`src/rtl/morra_pkg.sv`:
```
`default_nettype none
// ============================================================================
// Module   : morra_pkg
// Brief    : Move / round / game encodings and sequencer states for the
//            MorraCinese front-end sequencer.
// Revision : 1.0 - initial release
// ============================================================================
package morra_pkg;

    typedef enum logic [1:0] {
        NESSUNA = 2'b00,
        SASSO   = 2'b01,
        CARTA   = 2'b10,
        FORBICE = 2'b11
    } mossa_t;

    typedef enum logic [1:0] {
        MANCHE_NULLA = 2'b00,
        VINCE_P1     = 2'b01,
        VINCE_P2     = 2'b10,
        PAREGGIO     = 2'b11
    } manche_t;

    // Any non-zero game result is final.
    localparam logic [1:0] c_PARTITA_IN_CORSO = 2'b00;

    localparam logic [4:0] c_MANCHE_SAT = 5'd31;

    typedef enum logic [2:0] {
        AVVIO    = 3'd0,
        RACCOLTA = 3'd1,
        GIOCA    = 3'd2,
        CATTURA  = 3'd3,
        USCITA   = 3'd4,
        FINE     = 3'd5
    } stato_t;

endpackage
`default_nettype wire

```
`src/rtl/sequenziatore_morra_if.sv`:
```
`default_nettype none
// ============================================================================
// Module   : sequenziatore_morra_if
// Brief    : Player, core and result signals of the morra sequencer.
// Revision : 1.0 - initial release
// ============================================================================
interface sequenziatore_morra_if;

    logic [1:0] MOSSA1;
    logic       VALIDO1;
    logic       PRESO1;
    logic [1:0] MOSSA2;
    logic       VALIDO2;
    logic       PRESO2;
    logic [1:0] PRIMO;
    logic [1:0] SECONDO;
    logic       CORE_INIZIA;
    logic [1:0] MANCHE;
    logic [1:0] PARTITA;
    logic [1:0] RIS_MANCHE;
    logic [1:0] RIS_PARTITA;
    logic       RIS_VALIDO;
    logic       RIS_PRONTO;
    logic [4:0] NUM_MANCHE;
    logic       SCADUTO;

    modport master (
        output MOSSA1, VALIDO1, MOSSA2, VALIDO2, MANCHE, PARTITA, RIS_PRONTO,
        input  PRESO1, PRESO2, PRIMO, SECONDO, CORE_INIZIA,
               RIS_MANCHE, RIS_PARTITA, RIS_VALIDO, NUM_MANCHE, SCADUTO
    );

    modport slave (
        input  MOSSA1, VALIDO1, MOSSA2, VALIDO2, MANCHE, PARTITA, RIS_PRONTO,
        output PRESO1, PRESO2, PRIMO, SECONDO, CORE_INIZIA,
               RIS_MANCHE, RIS_PARTITA, RIS_VALIDO, NUM_MANCHE, SCADUTO
    );

endinterface
`default_nettype wire

```
`src/rtl/slot_mossa.sv`:
```
`default_nettype none
// ============================================================================
// Module   : slot_mossa
// Brief    : One-entry player move holder with valid/accept handshake.
// Revision : 1.0 - initial release
// ============================================================================
module slot_mossa
    import morra_pkg::*;
(
    input  logic       clk,
    input  logic       rst,
    input  logic       i_abilita,
    input  logic       i_valido,
    input  logic [1:0] i_mossa,
    input  logic       i_svuota,
    output logic       o_preso,
    output logic       o_carica,
    output logic       o_pieno,
    output logic [1:0] o_mossa
);

    logic       r_pieno;
    logic [1:0] r_mossa;

    // A "no move" is still handshaken, but never occupies the slot.
    always_comb begin
        o_preso  = i_abilita & i_valido & ~r_pieno;
        o_carica = o_preso & (i_mossa != NESSUNA);
    end

    always_ff @(posedge clk) begin
        if (rst) begin
            r_pieno <= 1'b0;
            r_mossa <= NESSUNA;
        end else if (i_svuota) begin
            r_pieno <= 1'b0;
            r_mossa <= NESSUNA;
        end else if (o_carica) begin
            r_pieno <= 1'b1;
            r_mossa <= i_mossa;
        end
    end

    assign o_pieno = r_pieno;
    assign o_mossa = r_mossa;

endmodule
`default_nettype wire

```
`src/rtl/sequenziatore_morra.sv`:
```
`default_nettype none
// ============================================================================
// Module   : sequenziatore_morra
// Brief    : Collects both players' moves, plays them on the MorraCinese core
//            and hands the captured result to a ready/valid consumer.
// Revision : 1.0 - initial release
// ============================================================================
module sequenziatore_morra
    import morra_pkg::*;
#(
    parameter int ATTESA_MAX = 255
)(
    input  logic                 clk,
    input  logic                 INIZIA,
    sequenziatore_morra_if.slave bus
);

    localparam int c_W_ATTESA = (ATTESA_MAX < 2) ? 1 : $clog2(ATTESA_MAX + 1);
    localparam logic [c_W_ATTESA-1:0] c_ATTESA_MAX = c_W_ATTESA'(ATTESA_MAX);
    localparam logic [c_W_ATTESA-1:0] c_UNO        = c_W_ATTESA'(1);

    stato_t                r_stato;
    stato_t                w_stato_pross;
    logic [c_W_ATTESA-1:0] r_attesa;
    logic [1:0]            r_ris_manche;
    logic [1:0]            r_ris_partita;
    logic [4:0]            r_num_manche;

    logic       w_raccolta;
    logic       w_uno_pieno;
    logic       w_scadenza;
    logic       w_cattura;
    logic       w_svuota1;
    logic       w_svuota2;
    logic       w_preso1;
    logic       w_preso2;
    logic       w_carica1;
    logic       w_carica2;
    logic       w_pieno1;
    logic       w_pieno2;
    logic [1:0] w_mossa1;
    logic [1:0] w_mossa2;

    slot_mossa u_slot1 (
        .clk       (clk),
        .rst       (INIZIA),
        .i_abilita (w_raccolta),
        .i_valido  (bus.VALIDO1),
        .i_mossa   (bus.MOSSA1),
        .i_svuota  (w_svuota1),
        .o_preso   (w_preso1),
        .o_carica  (w_carica1),
        .o_pieno   (w_pieno1),
        .o_mossa   (w_mossa1)
    );

    slot_mossa u_slot2 (
        .clk       (clk),
        .rst       (INIZIA),
        .i_abilita (w_raccolta),
        .i_valido  (bus.VALIDO2),
        .i_mossa   (bus.MOSSA2),
        .i_svuota  (w_svuota2),
        .o_preso   (w_preso2),
        .o_carica  (w_carica2),
        .o_pieno   (w_pieno2),
        .o_mossa   (w_mossa2)
    );

    // A late second move arriving on the deadline cycle beats the forfeit.
    always_comb begin
        w_raccolta  = (r_stato == RACCOLTA);
        w_cattura   = (r_stato == CATTURA);
        w_uno_pieno = w_raccolta & (w_pieno1 ^ w_pieno2);
        w_scadenza  = w_uno_pieno & (r_attesa == c_ATTESA_MAX) & ~(w_carica1 | w_carica2);
        w_svuota1   = w_cattura | (w_scadenza & w_pieno1);
        w_svuota2   = w_cattura | (w_scadenza & w_pieno2);
    end

    always_comb begin
        w_stato_pross = r_stato;
        case (r_stato)
            AVVIO:    w_stato_pross = RACCOLTA;
            RACCOLTA: if (w_pieno1 && w_pieno2) w_stato_pross = GIOCA;
            GIOCA:    w_stato_pross = CATTURA;
            CATTURA:  w_stato_pross = USCITA;
            USCITA: begin
                if (bus.RIS_PRONTO)
                    w_stato_pross = (r_ris_partita != c_PARTITA_IN_CORSO) ? FINE : RACCOLTA;
            end
            FINE:     w_stato_pross = FINE;
            default:  w_stato_pross = AVVIO;
        endcase
    end

    always_ff @(posedge clk) begin
        if (INIZIA) r_stato <= AVVIO;
        else        r_stato <= w_stato_pross;
    end

    always_ff @(posedge clk) begin
        if (INIZIA || !w_uno_pieno || w_scadenza || w_carica1 || w_carica2)
            r_attesa <= '0;
        else
            r_attesa <= r_attesa + c_UNO;
    end

    always_ff @(posedge clk) begin
        if (INIZIA) begin
            r_ris_manche  <= MANCHE_NULLA;
            r_ris_partita <= c_PARTITA_IN_CORSO;
            r_num_manche  <= 5'd0;
        end else if (w_cattura) begin
            r_ris_manche  <= bus.MANCHE;
            r_ris_partita <= bus.PARTITA;
            if ((bus.MANCHE != MANCHE_NULLA) && (r_num_manche != c_MANCHE_SAT))
                r_num_manche <= r_num_manche + 5'd1;
        end
    end

    assign bus.PRESO1      = w_preso1;
    assign bus.PRESO2      = w_preso2;
    assign bus.PRIMO       = (r_stato == GIOCA) ? w_mossa1 : NESSUNA;
    assign bus.SECONDO     = (r_stato == GIOCA) ? w_mossa2 : NESSUNA;
    assign bus.CORE_INIZIA = (r_stato == AVVIO);
    assign bus.RIS_VALIDO  = (r_stato == USCITA);
    assign bus.RIS_MANCHE  = r_ris_manche;
    assign bus.RIS_PARTITA = r_ris_partita;
    assign bus.NUM_MANCHE  = r_num_manche;
    assign bus.SCADUTO     = w_scadenza;

endmodule
`default_nettype wire

```
`src/flat_wrapper.sv`:
```
// flat-port wrapper written by rule: the top's interface ports become plain ports
module sequenziatore_morra_flat import morra_pkg::*;
#(
    parameter int ATTESA_MAX = 255
)
  (clk, INIZIA, bus_MOSSA1, bus_VALIDO1, bus_MOSSA2, bus_VALIDO2, bus_MANCHE, bus_PARTITA, bus_RIS_PRONTO, bus_PRESO1, bus_PRESO2, bus_PRIMO, bus_SECONDO, bus_CORE_INIZIA, bus_RIS_MANCHE, bus_RIS_PARTITA, bus_RIS_VALIDO, bus_NUM_MANCHE, bus_SCADUTO);
  sequenziatore_morra_if bus_i ();
  input  logic clk;
  input  logic INIZIA;
  input wire logic [$bits(bus_i.MOSSA1)-1:0] bus_MOSSA1;
  input wire logic [$bits(bus_i.VALIDO1)-1:0] bus_VALIDO1;
  input wire logic [$bits(bus_i.MOSSA2)-1:0] bus_MOSSA2;
  input wire logic [$bits(bus_i.VALIDO2)-1:0] bus_VALIDO2;
  input wire logic [$bits(bus_i.MANCHE)-1:0] bus_MANCHE;
  input wire logic [$bits(bus_i.PARTITA)-1:0] bus_PARTITA;
  input wire logic [$bits(bus_i.RIS_PRONTO)-1:0] bus_RIS_PRONTO;
  output wire logic [$bits(bus_i.PRESO1)-1:0] bus_PRESO1;
  output wire logic [$bits(bus_i.PRESO2)-1:0] bus_PRESO2;
  output wire logic [$bits(bus_i.PRIMO)-1:0] bus_PRIMO;
  output wire logic [$bits(bus_i.SECONDO)-1:0] bus_SECONDO;
  output wire logic [$bits(bus_i.CORE_INIZIA)-1:0] bus_CORE_INIZIA;
  output wire logic [$bits(bus_i.RIS_MANCHE)-1:0] bus_RIS_MANCHE;
  output wire logic [$bits(bus_i.RIS_PARTITA)-1:0] bus_RIS_PARTITA;
  output wire logic [$bits(bus_i.RIS_VALIDO)-1:0] bus_RIS_VALIDO;
  output wire logic [$bits(bus_i.NUM_MANCHE)-1:0] bus_NUM_MANCHE;
  output wire logic [$bits(bus_i.SCADUTO)-1:0] bus_SCADUTO;
  assign bus_i.MOSSA1 = bus_MOSSA1;
  assign bus_i.VALIDO1 = bus_VALIDO1;
  assign bus_i.MOSSA2 = bus_MOSSA2;
  assign bus_i.VALIDO2 = bus_VALIDO2;
  assign bus_i.MANCHE = bus_MANCHE;
  assign bus_i.PARTITA = bus_PARTITA;
  assign bus_i.RIS_PRONTO = bus_RIS_PRONTO;
  assign bus_PRESO1 = bus_i.PRESO1;
  assign bus_PRESO2 = bus_i.PRESO2;
  assign bus_PRIMO = bus_i.PRIMO;
  assign bus_SECONDO = bus_i.SECONDO;
  assign bus_CORE_INIZIA = bus_i.CORE_INIZIA;
  assign bus_RIS_MANCHE = bus_i.RIS_MANCHE;
  assign bus_RIS_PARTITA = bus_i.RIS_PARTITA;
  assign bus_RIS_VALIDO = bus_i.RIS_VALIDO;
  assign bus_NUM_MANCHE = bus_i.NUM_MANCHE;
  assign bus_SCADUTO = bus_i.SCADUTO;
  sequenziatore_morra #(.ATTESA_MAX(ATTESA_MAX)) u_core (.clk(clk), .INIZIA(INIZIA), .bus(bus_i));
endmodule
```
`config.mk`:
```
export PLATFORM = sky130hd
export DESIGN_NAME = sequenziatore_morra_flat
export DESIGN_NICKNAME = d
export VERILOG_FILES = /design/src/rtl/morra_pkg.sv /design/src/rtl/sequenziatore_morra_if.sv /design/src/rtl/slot_mossa.sv /design/src/rtl/sequenziatore_morra.sv /design/src/flat_wrapper.sv
export SDC_FILE = /design/constraint.sdc
export NUM_CORES = 1
export LEC_CHECK = 0
export CAP_MARGIN = 15
export CORE_UTILIZATION = 50
export CTS_BUF_LIST = sky130_fd_sc_hd__clkbuf_8
export DETAILED_ROUTE_END_ITERATION = 10
export PLACE_DENSITY_LB_ADDON = 0.12
export SYNTH_ARGS = -nofsm -noshare
export SYNTH_HDL_FRONTEND = slang
export SYNTH_SLANG_ARGS = --single-unit
```
`constraint.sdc`:
```
create_clock -name clk -period 4.1 [get_ports clk]
set_clock_uncertainty 0.05 [all_clocks]
set_input_delay 0.615 -clock clk [delete_from_list [all_inputs] [get_ports clk]]
set_output_delay 0.615 -clock clk [all_outputs]
set_load 0.01 [all_outputs]
```
Word level (Yosys, flattened, before mapping)
Index checks and enable logic that the tools add are counted.
{"block": "word_totals", "register_bits": 26, "in_bits": 13, "out_inout_bits": 18, "word_cells": 60}
{"block": "classes", "add_sub_neg": 2, "eq_ne": 9, "muxes": 6, "bitwise": 18, "n_reduce_logical": 16}
{"operator": "3-bit one-hot mux with 6 select lines", "count": 1}
{"operator": "1-bit AND", "count": 11}
{"operator": "3-bit two-way mux", "count": 3}
{"operator": "8-bit by 1-bit adder with 8-bit output (second input constant)", "count": 1}
{"operator": "8-bit == test (second input constant)", "count": 1}
{"operator": "2-bit nonzero test", "count": 4}
{"operator": "3-bit by 2-bit == test with 1-bit output (second input constant)", "count": 2}
{"operator": "3-bit == test (second input constant)", "count": 2}
{"operator": "5-bit by 1-bit adder with 5-bit output (second input constant)", "count": 1}
{"operator": "5-bit inequality test (second input constant)", "count": 1}
{"operator": "1-bit logical OR", "count": 4}
{"operator": "2-bit two-way mux", "count": 2}
{"operator": "2-bit AND reduction", "count": 2}
{"operator": "2-bit OR reduction", "count": 2}
{"operator": "3-bit by 1-bit == test with 1-bit output (second input constant)", "count": 1}
{"operator": "3-bit zero test", "count": 1}
{"operator": "1-bit inverter", "count": 3}
{"operator": "1-bit bitwise OR", "count": 3}
{"operator": "1-bit logical AND", "count": 2}
{"operator": "2-bit by 1-bit inequality test with 1-bit output (second input constant)", "count": 1}
{"operator": "2-bit inequality test (second input constant)", "count": 1}
{"operator": "1-bit zero test", "count": 1}
{"operator": "1-bit XOR", "count": 1}

Longest topological paths before layout
{"block": "logic_depth", "word_depth": 10, "ltp_mapped": 6, "ltp_nobuf": 6}

Modules after synthesis
From an unflattened synthesis, not the netlist that was laid out.
{"block": "hier_totals", "cells_unflattened": 156, "area_unflattened_um2": 1328.8}
{"module": "sequenziatore_morra", "n_inst": 1, "cells_per_inst": 120, "area_per_inst_um2": 1023.5, "seq_area_each_um2": 400.4}
{"module": "slot_mossa", "n_inst": 2, "cells_per_inst": 18, "area_per_inst_um2": 152.6, "seq_area_each_um2": 60.1}

Least setup slack after synthesis
OpenSTA, ideal clock, no wires.
{"block": "synth_path", "path_type": "input to output", "startpoint": "input bus_MOSSA1[1]", "endpoint": "output bus_SCADUTO", "arrival_time_ns": 1.109, "t_required_ns": 3.435, "path_slack_ns": 2.326, "path_stages": 3, "path_buffers": 0, "cell_sequence": "nor2_1 > o2111ai_1 > nor2_2"}
{"block": "synth_via", "elab_chain_len": 5}
{"element": "start, declared", "line_no": "flat_wrapper.sv:10", "text": "input wire logic [$bits(bus_i.MOSSA1)-1:0] bus_MOSSA1;"}
{"element": "2-bit nonzero test", "line_no": "slot_mossa.sv:28", "text": "o_carica = o_preso & (i_mossa != NESSUNA);"}
{"element": "1-bit AND", "line_no": "slot_mossa.sv:28"}
{"element": "1-bit bitwise OR", "line_no": "sequenziatore_morra.sv:75", "text": "w_scadenza = w_uno_pieno & (r_attesa == c_ATTESA_MAX) & ~(w_carica1 | w_carica2);"}
{"element": "1-bit inverter", "line_no": "sequenziatore_morra.sv:75"}
{"element": "1-bit AND", "line_no": "sequenziatore_morra.sv:75"}
{"element": "end, declared", "line_no": "flat_wrapper.sv:26", "text": "output wire logic [$bits(bus_i.SCADUTO)-1:0] bus_SCADUTO;"}
Every way passes these cells.

Worst setup path in the final report
Same ends and word-level chain as after synthesis.

==> key figures <==
Timing
  – Tightest Pin Transition: 0.5297 ns
  – Min Tclk post-route: 2.848 ns
  – Slew Viols, Final: 0
  – Final Hold Viols: 0
  – Setup-failing EPs final: 0
  – F_max: 351.1 MHz
  – Final period utilization: a little under 70%
  – RSZ-0062 raised after global routing: false
  – Slew margin rel.: between 60 and 70%
  – Setup TNS: 0 ns

Route
  – Pre-antenna DRT Iters: 4
  – Post-Route WL: roughly 2300 µm
  – Initial DRC Count: 11
  – Routed vias: around 1,000
  – Antenna-violating nets left: 0
  – Vias/cell: about 5.2
  – WL per Instance: 11.92 µm
  – Residual DRC: 0

Setup path
  – Cell mode on critical path: clkdlybuf4s50_1
  – CP Max Fanout: 4
  – WP buf/inv: 2
  – Classification of the worst setup path: in2out
  – Critical Path AT: between 2 and 2.5 ns
  – Worst r2r dst: u_core.r_attesa[6]
  – Max incr delay on CP: approximately 0.57 ns
  – Worst r2r src: u_core.r_stato[0]
  – R2R depth: 4
  – Critical-path top delay cell: clkdlybuf4s50_1
  – Critical path's top delay family: buffers and inverters
  – Critical path endpoint category: output port
  – CP Cell Sequence: clkdlybuf4s50_1 > nor2_1 > o2111ai_1 > nor2_2 > clkdlybuf4s50_1
  – CP Launch Type: primary input
  – Required time worst endpoint: 3.43 ns
  – Reg2Reg Setup Slack: between 2 and 2.5 ns

Power and ir drop
  – Pwr Density: roughly 280 nW/µm²
  – Pint: roughly 350 µW
  – Clock share of power: between 30% and 40%
  – Net switching power: slightly below 100 µW
  – Sw Share: 22.20%
  – Power consumption: ~450 µW
  – VDD IR-drop max: between 0.2 and 0.25 mV
  – Reg power frac: roughly 60%
  – Leak: 0.0006445 µW
  – Combinational power share: between 10% and 20%

Die
  – Die Wd: 52.45 µm
  – IO Pins: 31
  – Row count: 17
  – Die ar.: about 2800 µm²
  – Starting Density: 55.39%
  – Vert. Die Dim: 52.45 µm
  – Core ar.: about 2300 µm²

Clocking
  – Root buffer cell: clkbuf_8
  – Insertion delay to the later sink of the worst-skew pair: 0.26 ns
  – Worst-path clk slew: 0.08 ns
  – Longest Clk Path Bufs: 2
  – CTS buffer count: 3
  – Postcts setup bufs: 0
  – H-tree levels: 1
  – Hold buffers post-CTS: 0
  – Post-cts sizing count: 0
  – CTS tree: built
  – Sinks on Clock Net: 26

Logic synthesis
  – Dominant synthesized flop cell: dfxtp_1
  – Largest family of logic cells by synthesized area: simple AND/OR/NAND/NOR gates
  – Dominant cells by area after synthesis: dfxtp_1 (41%), nor2_1 (8.0%), xnor2_1 (4.8%)
  – Yosys warnings: 0
  – Most area-hungry cell type in the Yosys netlist: dfxtp_1
  – Adder-cell share of the synthesized area: approximately 3.9%
  – Yosys cell types: 37
  – Cell area after synthesis: approximately 1300 µm²
  – Seq/Total Area, Yosys: 40.90%
  – Most common library cells after synthesis: nor2_1 (27), dfxtp_1 (26), nand2_1 (8), nand3_1 (7), xnor2_1 (7)
  – Compound-Gate Fraction of Synth Area: under 10%
  – XOR/XNOR Fraction of Synth Area: under 10%
  – Mux cell area share after synthesis: under 10%
  – Async set or reset register ratio after synthesis: 0%
  – Simple-gate area share of the yosys netlist: between 30% and 40%
  – Most frequent cell after synthesis: nor2_1
  – Gate Count Post-Synth: approximately 140
  – #FFs+latches synth: 26
  – Synth Net Count: between 150 and 200
  – Avg Inst Size Synth: approximately 9.2 µm²
  – Yosys top cell area share: between 40% and 50%
  – Number of flops mapped to enable cells by yosys: 0

Placed design
  – Port Buffer Count: 30
  – DP Cell Count: 192
  – DPL Wire Length: about 1800 µm
  – RePlAce Congestion: a little over 0.8

Final layout
  – Antenna Cells: 0
  – Cell Count, Final, Fillers Out: slightly below 200
  – Nets: roughly 190
  – Synthesis-to-layout area growth: 27.24%
  – Share of post-route cells with drive strength above 1: 6.587%
  – Fillers: about 210

GRT
  – Vias in the first global route: approximately 960
  – Total grt overflow: 0
  – Global-route wire length before repair: roughly 4000 µm
  – Initial antenna violation count: 0
  – GRT Total Usage: around a fifth
  – Pin count of the biggest net entering global routing: 16

Worst hold path
  – Hold WC Path Type: reg2reg
  – Hold path depth: 1
  – Hold path endpoint: u_core.r_attesa[0]
  – Hold wc startpoint: u_core.r_attesa[0]

Run status
  – Run status: finished, final reports clean

Run
  – Max-cap violations: 0
==> worst register-to-register path: cells and delay by family (launching register included) <==
| family | cells | cell delay (ns) |
|---|---|---|
| AND/OR/NAND/NOR | 3 | 0.79 |
| flip-flops | 1 | 0.55 |
| AO/OA/AOI/OAI | 1 | 0.29 |
==> cell usage in the layout, fill, tap and decap left out, types with 2 or more instances in the layout <==
cell type        netlist  routed
clkdlybuf4s50_1        0      30
nor2_1                27      27
dfxtp_1               26      26
nand2_1                8       8
xnor2_1                7       7
nand3_1                7       7
mux2i_1                6       6
and3_1                 5       5
nand2b_1               4       4
and2_1                 4       4
nor2b_1                4       4
ha_1                   4       4
inv_1                  3       3
o21ai_0                3       3
a21oi_1                3       3
clkbuf_8               0       3
nor3_4                 2       2
a221oi_1               2       2
xor2_1                 2       2
==> power by group through the flow <==
stage               combinational (µW)  clock [µW]  sequential [µW]
global route                      49.5         155              264
CTS                               44.9         145              263
floorplan                         25.9           0              266
detailed placement                44.7           0              269
finish                            44.5         139              263
global placement                  44.0           0              268
==> state kept, by name, summed over array words and instances (netlist names) <==
register and cells:
u_core.r_stato 3, u_core.u_slot1.o_mossa 2, u_core.u_slot2.o_pieno 1, u_core.r_attesa 8, u_core.bus.NUM_MANCHE 5, u_core.u_slot1.o_pieno 1, u_core.bus.RIS_PARTITA 2, u_core.bus.RIS_MANCHE 2
u_core.u_slot2.o_mossa 2
==> worst max-delay path by stage <==
| stage | start | to | cells past startpoint |
|---|---|---|---|
| 2_1_floorplan | bus_MOSSA1[1] | bus_SCADUTO | 3 |
| 3_3_place_gp | bus_MOSSA1[1] | bus_SCADUTO | 5 |
| 3_5_place_dp | bus_MOSSA1[1] | bus_SCADUTO | 5 |
| 4_1_cts | bus_MOSSA1[1] | bus_SCADUTO | 5 |
| 5_1_grt | bus_MOSSA1[1] | bus_SCADUTO | 5 |
| 6_report | bus_MOSSA1[1] | bus_SCADUTO | 5 |
==> stage by stage <==
stage	utilization [%]	setup slack (ns)	area, µm²	hold slack [ns]
5_1_grt	70.48	1.186	1619	0.4230
6_report	70.48	1.252	1619	0.4037
2_1_floorplan	-	2.326	1272	0.3630
3_3_place_gp	68.68	1.333	1578	0.3736
4_1_cts	70.48	1.261	1619	0.4101
3_5_place_dp	68.68	1.274	1578	0.3980
==> routing by layer <==
metal	vias up	wire length, µm	GRT usage (%)
li1	536	-	-
met1	467	1129	25.40
met2	17	1101	31.22
met3	2	77	3.188
met4	0	17	8.772
met5	-	0	0
==> area by class of cell <==
type	instances	area (µm²)	area share, %
Sequential cell	26	520.5	32.15
Inverter	3	11.26	0.6955
Multi-Input combinational cell	105	710.7	43.90
Tap cell	28	35.03	2.164
Timing Repair Buffer	30	300.3	18.55
Clock buffer	3	41.29	2.550
==> logic make-up after synthesis <==
group           after synthesis
flops                        26
xor+xnor                      9
compound gates               13
mux                           6
fa+ha+maj                     4
simple gates                 73
buf+inv                       8
Power figures use the tool's default switching activity.
